## src/rtl/variable_clk_five_sec.sv

```systemverilog
`default_nettype none
// ============================================================================
// Module   : variable_clk_five_sec
// Brief    : Programmable divider; variableClk toggles every
//            user_input0 * TICKS_PER_UNIT clk cycles. Optional tick output
//            under macro VARCLK_TICK_OUT_EN.
// Revision : 1.0 - initial release
// ============================================================================
module variable_clk_five_sec #(
   parameter int TICKS_PER_UNIT = 125000,
   parameter int CNT_W          = 27
) (
   input  logic       clk,
   input  logic       reset_n,
   input  logic [9:0] user_input0,
`ifdef VARCLK_TICK_OUT_EN
   output logic       tick,
`endif
   output logic       variableClk
);

   localparam logic [CNT_W-1:0] c_one = {{(CNT_W-1){1'b0}}, 1'b1};

   logic [CNT_W-1:0] r_cnt;
   logic             r_var_clk;
   logic [CNT_W-1:0] w_limit;
   logic [CNT_W-1:0] w_limit_m1;
   logic             w_idle;
   logic             w_terminal;

   // Limit follows the input every cycle; >= comparison makes a shrinking
   // limit fire on the next edge instead of wrapping the counter.
   assign w_limit    = CNT_W'(user_input0) * CNT_W'(TICKS_PER_UNIT);
   assign w_limit_m1 = w_limit - c_one;
   assign w_idle     = (user_input0 == 10'd0);
   assign w_terminal = (r_cnt >= w_limit_m1);

   always_ff @(posedge clk or negedge reset_n) begin
      if (!reset_n) begin
         r_cnt     <= '0;
         r_var_clk <= 1'b0;
      end else if (w_idle) begin
         r_cnt     <= '0;
         r_var_clk <= 1'b0;
      end else if (w_terminal) begin
         r_cnt     <= '0;
         r_var_clk <= ~r_var_clk;
      end else begin
         r_cnt     <= r_cnt + c_one;
      end
   end

   assign variableClk = r_var_clk;

`ifdef VARCLK_TICK_OUT_EN
   logic r_tick;

   // Pulse coincides with the edge on which variableClk rises.
   always_ff @(posedge clk or negedge reset_n) begin
      if (!reset_n) begin
         r_tick <= 1'b0;
      end else if (w_idle) begin
         r_tick <= 1'b0;
      end else begin
         r_tick <= w_terminal & ~r_var_clk;
      end
   end

   assign tick = r_tick;
`endif

endmodule
`default_nettype wire

```

## config.mk

```make
export PLATFORM = sky130hd
export DESIGN_NAME = variable_clk_five_sec
export DESIGN_NICKNAME = d
export VERILOG_FILES = /design/src/rtl/variable_clk_five_sec.sv
export SDC_FILE = /design/constraint.sdc
export NUM_CORES = 1
export LEC_CHECK = 0
export ABC_CLOCK_PERIOD_IN_PS = 3100
export CAP_MARGIN = 15
export CORE_MARGIN = 3
export CORE_UTILIZATION = 64
export DETAILED_ROUTE_END_ITERATION = 10
export PLACE_DENSITY = 0.81
export SYNTH_ARGS = -nofsm -noshare
export SYNTH_HDL_FRONTEND = slang
export SYNTH_SLANG_ARGS = --single-unit
```

## constraint.sdc

```tcl
create_clock -name clk -period 3.1 [get_ports clk]
set_input_delay 0.775 -clock clk [delete_from_list [all_inputs] [get_ports clk]]
set_output_delay 0.775 -clock clk [all_outputs]
set_load 0.05 [all_outputs]
```

==> flow_metrics.env, run 1 <==
export IMPL_run_status="finished, violations left"
export IMPL_violated_checks="negative setup slack"
export IMPL_worst_ep_required_time_ps=3270
export IMPL_layout_cell_area_non_filler_sq_um=5890
export IMPL_first_pass_grt_wire_length_um=20800
export IMPL_synth_ff_latch_count=28
export IMPL_timing_critical_path_slowest_stage_cell="fa_1"
export IMPL_clk_slew_on_worst_s_h_paths_ps=90
export IMPL_sequential_fraction_of_the_synthesis_area_pct=15.2
export IMPL_power_sequential_fraction_pct=9.7
export IMPL_netlist_cell_type_count=56
export IMPL_remaining_antenna_violation_count_after_routing=0
export IMPL_edff_count_synth=0
export IMPL_port_buffers=12
export IMPL_syn_cell_area_sq_um=4620
export IMPL_worst_hold_path_type="register to register"
export IMPL_sw_frac_of_total_pct=46.5
export IMPL_final_hold_worst_slack_ps=518
export IMPL_net_count_of_the_mapped_netlist=652
export IMPL_final_hold_viol_count=0
export IMPL_worst_path_most_repeated_cell="fa_1"
export IMPL_timing_critical_path_max_delay_family="adder cells"
export IMPL_setup_repair_after_global_routing_missed_its_margin="yes"
export IMPL_globalRouteTotalUtil_pct=30.5
export IMPL_wl_um=13200
export IMPL_floorplan_io_pins=13
export IMPL_floorplan_initialDensity_pct=66.8
export IMPL_place_congestion=0.958
export IMPL_critical_path_class="primary input to register"
export IMPL_p_clk_share_pct=4.5
export IMPL_maximum_number_of_pins_on_one_net_before_global_route_repair=29
export IMPL_drv_slew=0
export IMPL_timing_final_ws_setup_ps=-3910
export IMPL_async_reset_ff_share_pct=100
export IMPL_yosysWarningCount=0
export IMPL_route_detailed_wl_per_inst_um=18.2
export IMPL_dominantRegCellSynth="dfrtp_1"
export IMPL_remaining_drc_errors=0
export IMPL_cp_arrival_ps=7190
export IMPL_combPwrFrac_pct=85.9
export IMPL_final_period_utilization_pct=226
export IMPL_maxSlewHeadroom_pct=54.2
export IMPL_post_synthesis_to_final_layout_area_growth_pct=27.6
export IMPL_fmax_mhz=143
export IMPL_first_iter_violations=313
export IMPL_detail_route_vias_per_cell=6.08
export IMPL_synthDominantAreaCellType="ha_1"
export IMPL_postSynthCellCount=511
export IMPL_ys_top_cells_by_area="ha_1 28%, dfrtp_1 15%, fa_1 11%"
export IMPL_largest_vdd_supply_drop_mv=0.392
export IMPL_grt_antenna_before_repair=0
export IMPL_worst_path_max_fanout=5
export IMPL_chipHeight_um=90.9
export IMPL_die_area_sq_um=8270
export IMPL_postSynthAreaPerCell_sq_um=9.03
export IMPL_power_report_internal_total_uw=2740
export IMPL_diodes=0
export IMPL_worstReg2RegStart="r_cnt[3]"
export IMPL_h_tree_levels=1
export IMPL_setup_worst_path_start_class="primary input"
export IMPL_worstSetupStartpoint="user_input0[5]"
export IMPL_timing_critical_path_slowest_cell_delay_ps=610
export IMPL_totalNegativeSetupSlack_ps=-107680
export IMPL_row_count=30
export IMPL_tightestPinTransition_ps=670
export IMPL_grt_busiest_layer="met2"
export IMPL_clock_path_buffers=2
export IMPL_core_region_area_sq_um=6910
export IMPL_fin_crit_ps=7010
export IMPL_routed_via_count=4418
export IMPL_switch_pwr_uw=2390
export IMPL_clock_root_buffer="clkbuf_8"
export IMPL_cts_sinks=28
export IMPL_place_hpwl_um=9990
export IMPL_power_leakage_uw=0.00297
export IMPL_cts_inserted_buffers=3
export IMPL_grt_use_met1_pct=38.5
export IMPL_clock_insertion_delay_worst_skew_ps=280
export IMPL_nNetsFinal=773
export IMPL_groute_layer_met2_usage_pct=54.8
export IMPL_number_of_global_route_vias_before_repair=4487
export IMPL_min_from="r_cnt[0]"
export IMPL_worst_clock_skew_ps=2.45
export IMPL_final_setup_violation_count=28
export IMPL_crit_buf_inv=5
export IMPL_grt_overflow_total=0
export IMPL_post_route_cells_drive_above_1_share_pct=23.1
export IMPL_first_pass_iters=5
export IMPL_max_cap_violations=0
export IMPL_global_route_usage_met3_pct=3.25
export IMPL_postPlaceCellArea_sq_um=5690
export IMPL_chipWidth_um=90.9
export IMPL_synth_top_area_share_pct=28.2
export IMPL_cts_tree="built"
export IMPL_power_density_nw_per_um2=870
export IMPL_timing_critical_path_to_type="register"
-- metal layers --
metal / wire [um] / up-vias / share of wire, %
li1: - / 2051 / -
met1: 5270 / 2101 / 40
met2: 6480 / 201 / 49
met3: 866 / 65 / 6.6
met4: 595 / 0 / 4.5
met5: 0 / - / 0
-- per-stage QoR --
step                utilization [%]  setup slack [ps]  cells  power (uW)
global route                   85.3             -4110    727        5550
global placement               82.3             -4390    718        4220
CTS                            83.8             -4020    725        4780
finish                         85.3             -3910    727        5130
floorplan                         -             -3860    511        2840
detailed placement             82.3             -4640    718        4440
-- power by group through the flow --
| stage | clock network, uW | registers, uW | logic, uW |
|---|---|---|---|
| 2_1_floorplan | 0 | 498 | 2350 |
| 3_3_place_gp | 0 | 488 | 3730 |
| 3_5_place_dp | 0 | 494 | 3950 |
| 4_1_cts | 229 | 489 | 4060 |
| 5_1_grt | 250 | 502 | 4800 |
| 6_report | 230 | 495 | 4400 |
-- synthesized netlist by cell type, drive strengths merged, types with 2 or more instances --
library cell and number:
nor2 50, nand4 13, buf 3, nand3 19, or2 2, dfrtp 28, a21boi 3, o31ai 4
a21o 13, or3 3, nand2 31, inv 37, ha 104, and2 4, xor2 28, o21a 3
nor2b 6, and3 10, a2111oi 3, a31oi 5, nor3 10, nor4 6, xnor2 33, o21ai 8
a311oi 2, clkbuf 4, and3b 3, o31a 2, fa 25, nand2b 3, and4 2, a21oi 25
-- registers in the layout, summed over array words and instances (netlist names) --
| name | count |
|---|---|
| r_cnt | 27 |
| variableClk | 1 |
-- what timing repair did --
action | 4_1_cts | 5_1_grt
buffers inserted | 3 | 2
endpoints found under the hold margin | 0 | 0
gates resized for setup | 19 | 18
hold buffers | 0 | 0
pin swaps | 17 | 14
setup endpoints to repair | 28 | 28
gates cloned | 0 | 0
-- final cells by class --
| cell class | instances | area [sq um] |
|---|---|---|
| clock buffers | 4 | 55.1 |
| fillers | 386 | 1020 |
| inverters | 37 | 139 |
| multi-input cells | 439 | 3910 |
| flip-flops and latches | 28 | 701 |
| well taps | 96 | 120 |
| repair buffers | 123 | 970 |
-- cell usage in the layout, fill, tap and decap left out, types with 3 or more instances in the layout --
master | Yosys | layout
nor2_2 | 0 | 5
ha_1 | 104 | 100
and2_1 | 4 | 4
ha_4 | 0 | 4
o21a_1 | 3 | 3
a31oi_1 | 5 | 5
clkdlybuf4s50_1 | 0 | 8
or3_1 | 3 | 3
nor2_1 | 50 | 45
dfrtp_1 | 28 | 28
inv_1 | 37 | 35
and3_1 | 10 | 10
nor3_1 | 10 | 10
nand2_1 | 31 | 31
o31ai_1 | 4 | 3
fa_1 | 25 | 24
a21oi_1 | 24 | 23
clkbuf_8 | 0 | 4
a21o_1 | 13 | 12
nand4_1 | 12 | 12
buf_4 | 0 | 110
and3b_1 | 3 | 3
o21ai_0 | 6 | 6
xor2_1 | 28 | 28
xnor2_1 | 33 | 32
nor2b_1 | 6 | 6
nand3_1 | 19 | 19
nor4_1 | 6 | 4
-- cells by family after synthesis --
family	after synthesis	synth area share, %
XOR/XNOR	61	11.6
multiplexers	1	0.244
AO/OA/AOI/OAI	79	11.6
adder cells (fa/ha/maj)	129	39.0
AND/OR/NAND/NOR	169	18.7
buffers and inverters	44	3.66
flip-flops	28	15.2
-- path summary, 6_finish.rpt --
kind                                    end  cells after the start  slack, ps
worst max register to register  variableClk                      8        530
worst min-delay path               r_cnt[0]                      1        520
max in group asynchronous         r_cnt[16]                      2       1980
worst max-delay path            variableClk                     25      -3910
min in group asynchronous         r_cnt[13]                      2        860
worst min register to register     r_cnt[0]                      1        520
Note: power is estimated with default switching activity, not from simulation.
==> run 2: changes to the inputs <==
==> constraint.sdc (replaced) <==
create_clock -name clk -period 3.1 [get_ports clk]
set_input_delay 0.465 -clock clk [delete_from_list [all_inputs] [get_ports clk]]
set_output_delay 0.465 -clock clk [all_outputs]
set_load 0.05 [all_outputs]
==> flow_metrics.env, run 2 (synthesis gave the netlist of run 1 again) <==
export IMPL_clock_insertion_delay_worst_skew_ps=270
export IMPL_final_hold_worst_slack_ps=473
export IMPL_worst_path_max_fanout=4
export IMPL_power_leakage_uw=0.00300
export IMPL_place_congestion=0.970
export IMPL_first_iter_violations=531
export IMPL_port_buffers=12
export IMPL_floorplan_initialDensity_pct=66.8
export IMPL_final_fill_count=363
export IMPL_grt_overflow_total=0
export IMPL_max_cap_violations=0
export IMPL_worst_hold_path_type="register to register"
export IMPL_layout_cells_most_common_list="114 x buf_4, 100 x ha_1, 45 x nor2_1"
export IMPL_final_setup_violation_count=28
export IMPL_setup_repair_after_global_routing_missed_its_margin="yes"
export IMPL_postPlaceCellArea_sq_um=5690
export IMPL_multiInputGateArea_sq_um=3910
export IMPL_regToRegSetupSlack_ps=480
export IMPL_drv_slew=0
export IMPL_place_hpwl_um=10300
export IMPL_remaining_antenna_violation_count_after_routing=0
export IMPL_post_cts_hold_buffer_count=0
export IMPL_floorplan_io_pins=13
export IMPL_regMostFlops="r_cnt"
export IMPL_cp_arrival_ps=6880
export IMPL_largest_vdd_supply_drop_mv=0.398
export IMPL_clock_root_buffer="clkbuf_8"
export IMPL_worst_clock_skew_ps=2.85
export IMPL_totalNegativeSetupSlack_ps=-99510
export IMPL_fmax_mhz=149
export IMPL_cts_tree="built"
export IMPL_first_pass_iters=5
export IMPL_nNetsFinal=778
export IMPL_fin_crit_ps=6710
export IMPL_diodes=0
export IMPL_first_pass_grt_wire_length_um=22300
export IMPL_timing_final_ws_setup_ps=-3610
export IMPL_largest_register_ff_count=27
export IMPL_routed_via_count=4542
export IMPL_setup_worst_path_start_class="primary input"
export IMPL_maximum_number_of_pins_on_one_net_before_global_route_repair=29
export IMPL_post_synthesis_to_final_layout_area_growth_pct=28.6
export IMPL_chipHeight_um=90.9
export IMPL_detail_route_vias_per_cell=6.20
export IMPL_placement_setup_worst_slack_ps=-4300
export IMPL_tightestPinTransition_ps=659
export IMPL_cts_inserted_buffers=3
export IMPL_core_region_area_sq_um=6910
export IMPL_final_period_utilization_pct=217
export IMPL_clk_slew_on_worst_s_h_paths_ps=90
export IMPL_globalRouteTotalUtil_pct=32.9
export IMPL_worst_ep_required_time_ps=3270
export IMPL_final_hold_viol_count=0
export IMPL_route_detailed_wl_per_inst_um=18.7
export IMPL_maxSlewHeadroom_pct=54.9
export IMPL_violated_checks="negative setup slack"
export IMPL_cts_sinks=28
export IMPL_layout_cell_area_non_filler_sq_um=5940
export IMPL_timing_critical_path_to_type="register"
export IMPL_seqCellArea_sq_um=701
export IMPL_remaining_drc_errors=0
export IMPL_die_area_sq_um=8270
export IMPL_wl_um=13700
export IMPL_number_of_global_route_vias_before_repair=4722
export IMPL_clock_path_buffers=2
export IMPL_row_count=30
export IMPL_chipWidth_um=90.9
export IMPL_run_status="finished, violations left"
export IMPL_power_density_nw_per_um2=878
export IMPL_final_common_cell="buf_4"
export IMPL_grt_antenna_before_repair=0
export IMPL_critical_path_class="primary input to register"
export IMPL_post_route_cells_drive_above_1_share_pct=24.4
export IMPL_h_tree_levels=1
==> run 2: final cells by class <==
class	instances	share of cell area (%)
clock buffer	4	0.927
tap	96	2.02
inverter	37	2.34
sequential	28	11.8
timing repair buffer	128	17.0
multi-input combinational	439	65.9
==> run 2: final timing paths <==
check,from,to,cells after the start
worst max register to register,r_cnt[3],variableClk,8
max in group asynchronous,reset_n,r_cnt[19],2
min in group asynchronous,reset_n,r_cnt[12],2
worst max-delay path,user_input0[2],variableClk,23
worst min register to register,r_cnt[0],r_cnt[0],1
worst min-delay path,r_cnt[0],r_cnt[0],1
==> run 2: repair_timing <==
action,in CTS,in global routing
pin swaps,18,20
gates cloned,0,0
setup buffers,6,3
resized for setup,24,18
endpoints found under the setup margin,28,28
==> run 2: per-stage QoR <==
stage	power, uW	instances	util (%)
after floorplan	2840	511	-
after global placement	4220	719	82.4
after detailed placement	4440	719	82.4
after CTS	4850	729	84.5
after global routing	5620	732	85.9
final	5210	732	85.9
==> run 2: routing by layer <==
metal	global-route usage (%)	routed length [um]	vias to the layer above
met3	5.08	852	72
met1	40.3	5440	2197
met5	0	0	-
li1	-	-	2063
met2	57.6	6770	210
met4	12.8	606	0
==> run 2: critical path, stage by stage <==
cell and delay [ps]:
buf_8 100, fa_2 600, ha_4 210, fa_1 500, inv_2 40, fa_1 540
inv_2 60, fa_1 560, ha_4 240, a21oi_4 160, a21boi_2 70, or2_1 230
or3_4 340, a2111o_1 390, or4b_4 550, nand2b_4 170, xnor2_2 130, ha_1 310
a21o_1 200, a21o_1 210, a2111oi_4 340, o31ai_4 150, mux2_4 320
==> run 2: where the power goes <==
group          switching (uW)  internal, uW  leakage [uW]  total [uW]
clock                     109           114     0.0000288         223
combinational            2230          2260       0.00259        4490
sequential               71.2           421      0.000376         492
total                    2410          2800       0.00300        5210
==> run 3: changes to the inputs <==
ABC_CLOCK_PERIOD_IN_PS = 7700   (was 3100)
clock period = 7.7 ns   (was 3.1 ns; I/O delays follow)
==> flow_metrics.env, run 3 (synthesis gave the netlist of run 1 again) <==
export IMPL_grt_overflow_total=0
export IMPL_clock_path_buffers=2
export IMPL_crit_buf_inv=4
export IMPL_rr_endpoint="variableClk"
export IMPL_layout_cells_most_common_list="102 x ha_1, 49 x nor2_1, 39 x buf_4"
export IMPL_worstReg2RegStart="r_cnt[3]"
export IMPL_detail_route_vias_per_cell=5.98
export IMPL_rr_worst_depth=8
export IMPL_diodes=0
export IMPL_final_hold_viol_count=0
export IMPL_cp_arrival_ps=7720
export IMPL_critical_path_class="primary input to register"
export IMPL_first_pass_grt_wire_length_um=18700
export IMPL_timing_final_ws_setup_ps=138
export IMPL_cp_cell_sequence="clkbuf_2 > fa_1 > ha_1 > fa_1 > inv_2 > fa_1 > inv_2 > fa_1 > ha_4 > a21oi_4 > a21boi_2 > or2_0 > or3_1 > a2111o_1 > or4b_4 > nand2b_4 > xnor2_2 > ha_1 > a21o_1 > a21o_1 > a2111oi_4 > buf_4 > o31ai_4 > mux2_4"
export IMPL_worst_path_most_repeated_cell="fa_1"
export IMPL_placedCellCount=649
export IMPL_worst_ep_required_time_ps=7860
export IMPL_placement_setup_worst_slack_ps=-640
export IMPL_grt_antenna_before_repair=0
export IMPL_worstHoldPathCells=1
export IMPL_timing_critical_path_slowest_stage_cell="fa_1"
export IMPL_clock_insertion_delay_worst_skew_ps=270
export IMPL_die_area_sq_um=8270
export IMPL_floorplan_initialDensity_pct=66.8
export IMPL_largest_register_ff_count=27
export IMPL_final_setup_violation_count=0
export IMPL_worst_clock_skew_ps=4.12
export IMPL_whs_endpoint="r_cnt[0]"
export IMPL_nNetsFinal=702
export IMPL_wl_um=11000
export IMPL_drv_slew=0
export IMPL_h_tree_levels=1
export IMPL_seqCellArea_sq_um=701
export IMPL_route_detailed_wl_per_inst_um=16.8
export IMPL_port_buffers=12
export IMPL_chipWidth_um=90.9
export IMPL_timing_critical_path_to_type="register"
export IMPL_post_route_cells_drive_above_1_share_pct=11.8
export IMPL_core_region_area_sq_um=6910
export IMPL_power_density_nw_per_um2=325
export IMPL_largest_vdd_supply_drop_mv=0.155
export IMPL_regMostFlops="r_cnt"
export IMPL_run_status="finished clean"
export IMPL_number_of_global_route_vias_before_repair=4056
export IMPL_final_fill_count=513
export IMPL_postPlaceCellArea_sq_um=5130
export IMPL_post_layout_cell_count=655
export IMPL_row_count=30
export IMPL_multiInputGateArea_sq_um=3840
export IMPL_place_congestion=0.958
export IMPL_cts_tree="built"
export IMPL_min_from="r_cnt[0]"
export IMPL_power_leakage_uw=0.00263
export IMPL_floorplan_io_pins=13
export IMPL_regToRegSetupSlack_ps=5070
export IMPL_fmax_mhz=132
export IMPL_place_hpwl_um=9240
export IMPL_layout_cell_area_non_filler_sq_um=5260
export IMPL_max_cap_violations=0
export IMPL_setup_worst_path_start_class="primary input"
export IMPL_first_pass_iters=5
export IMPL_final_period_utilization_pct=98.2
export IMPL_fin_crit_ps=7560
export IMPL_cts_inserted_buffers=3
export IMPL_post_synthesis_to_final_layout_area_growth_pct=14.0
export IMPL_cts_sinks=28
export IMPL_tightestPinTransition_ps=727
export IMPL_globalRouteTotalUtil_pct=27.4
export IMPL_worst_hold_path_type="register to register"
export IMPL_final_common_cell="ha_1"
export IMPL_remaining_drc_errors=0
export IMPL_worst_path_max_fanout=6
export IMPL_fin_util_pct=76.2
export IMPL_maxSlewHeadroom_pct=50.3
export IMPL_post_cts_hold_buffer_count=0
export IMPL_maximum_number_of_pins_on_one_net_before_global_route_repair=29
export IMPL_first_iter_violations=222
export IMPL_chipHeight_um=90.9
export IMPL_timing_critical_path_max_delay_family="adder cells"
export IMPL_clock_root_buffer="clkbuf_8"
export IMPL_routed_via_count=3920
export IMPL_remaining_antenna_violation_count_after_routing=0
export IMPL_timing_critical_path_slowest_cell_delay_ps=560
export IMPL_clk_slew_on_worst_s_h_paths_ps=90
-- run 3: metal layers --
layer  part of all wire [%]  routed length [um]  track usage [%]
met5                      0                   0                0
met4                    1.2                 136             3.77
met2                     51                5640             49.7
met3                    4.1                 452             2.92
met1                     44                4810             35.9
-- run 3: per-stage QoR --
step	hold WS, ps	power (uW)	TNS [ps]
floorplan	425	1120	0
global placement	437	1480	-12320
detailed placement	446	1550	-16640
CTS	458	1660	0
global route	495	1870	-28.9
finish	459	1710	0
-- run 3: cell type report --
class | count | share of cell area, %
multi-input combinational | 439 | 73.0
sequential | 28 | 13.3
timing repair buffer | 52 | 7.99
inverter | 37 | 2.64
tap | 96 | 2.28
clock buffer | 3 | 0.785
-- run 3: worst reg2reg max path, cell delays in order (launching register included) --
cell and delay [ps]:
dfrtp_1 450, ha_1 320, a21o_1 160, a21o_1 170, a2111oi_0 540, o21bai_1 110, a21oi_1 360, o31ai_4 110
mux2_4 300
-- run 3: repair_timing --
item / CTS / global route
pin swaps: 7 / 17
buffers inserted: 3 / 0
endpoints found under the hold margin: 0 / 0
setup endpoints to repair: 28 / 28
gates resized for setup: 9 / 18
-- run 3: worst max-delay path by stage --
stage	startpoint	end	slack, ps	depth (start not counted)
floorplan	user_input0[1]	r_cnt[18]	100	21
global placement	user_input0[1]	variableClk	-500	24
detailed placement	user_input0[1]	variableClk	-640	24
CTS	user_input0[3]	variableClk	100	24
global route	user_input0[1]	variableClk	-30	24
finish	user_input0[1]	variableClk	140	24
-- run 3: where the power goes --
group	internal [uW]	switching, uW	leakage, uW	total [uW]
sequential	170	27.7	0.000376	197
combinational	672	767	0.00223	1440
clock	35.1	41.6	0.0000216	76.7
total	877	836	0.00263	1710
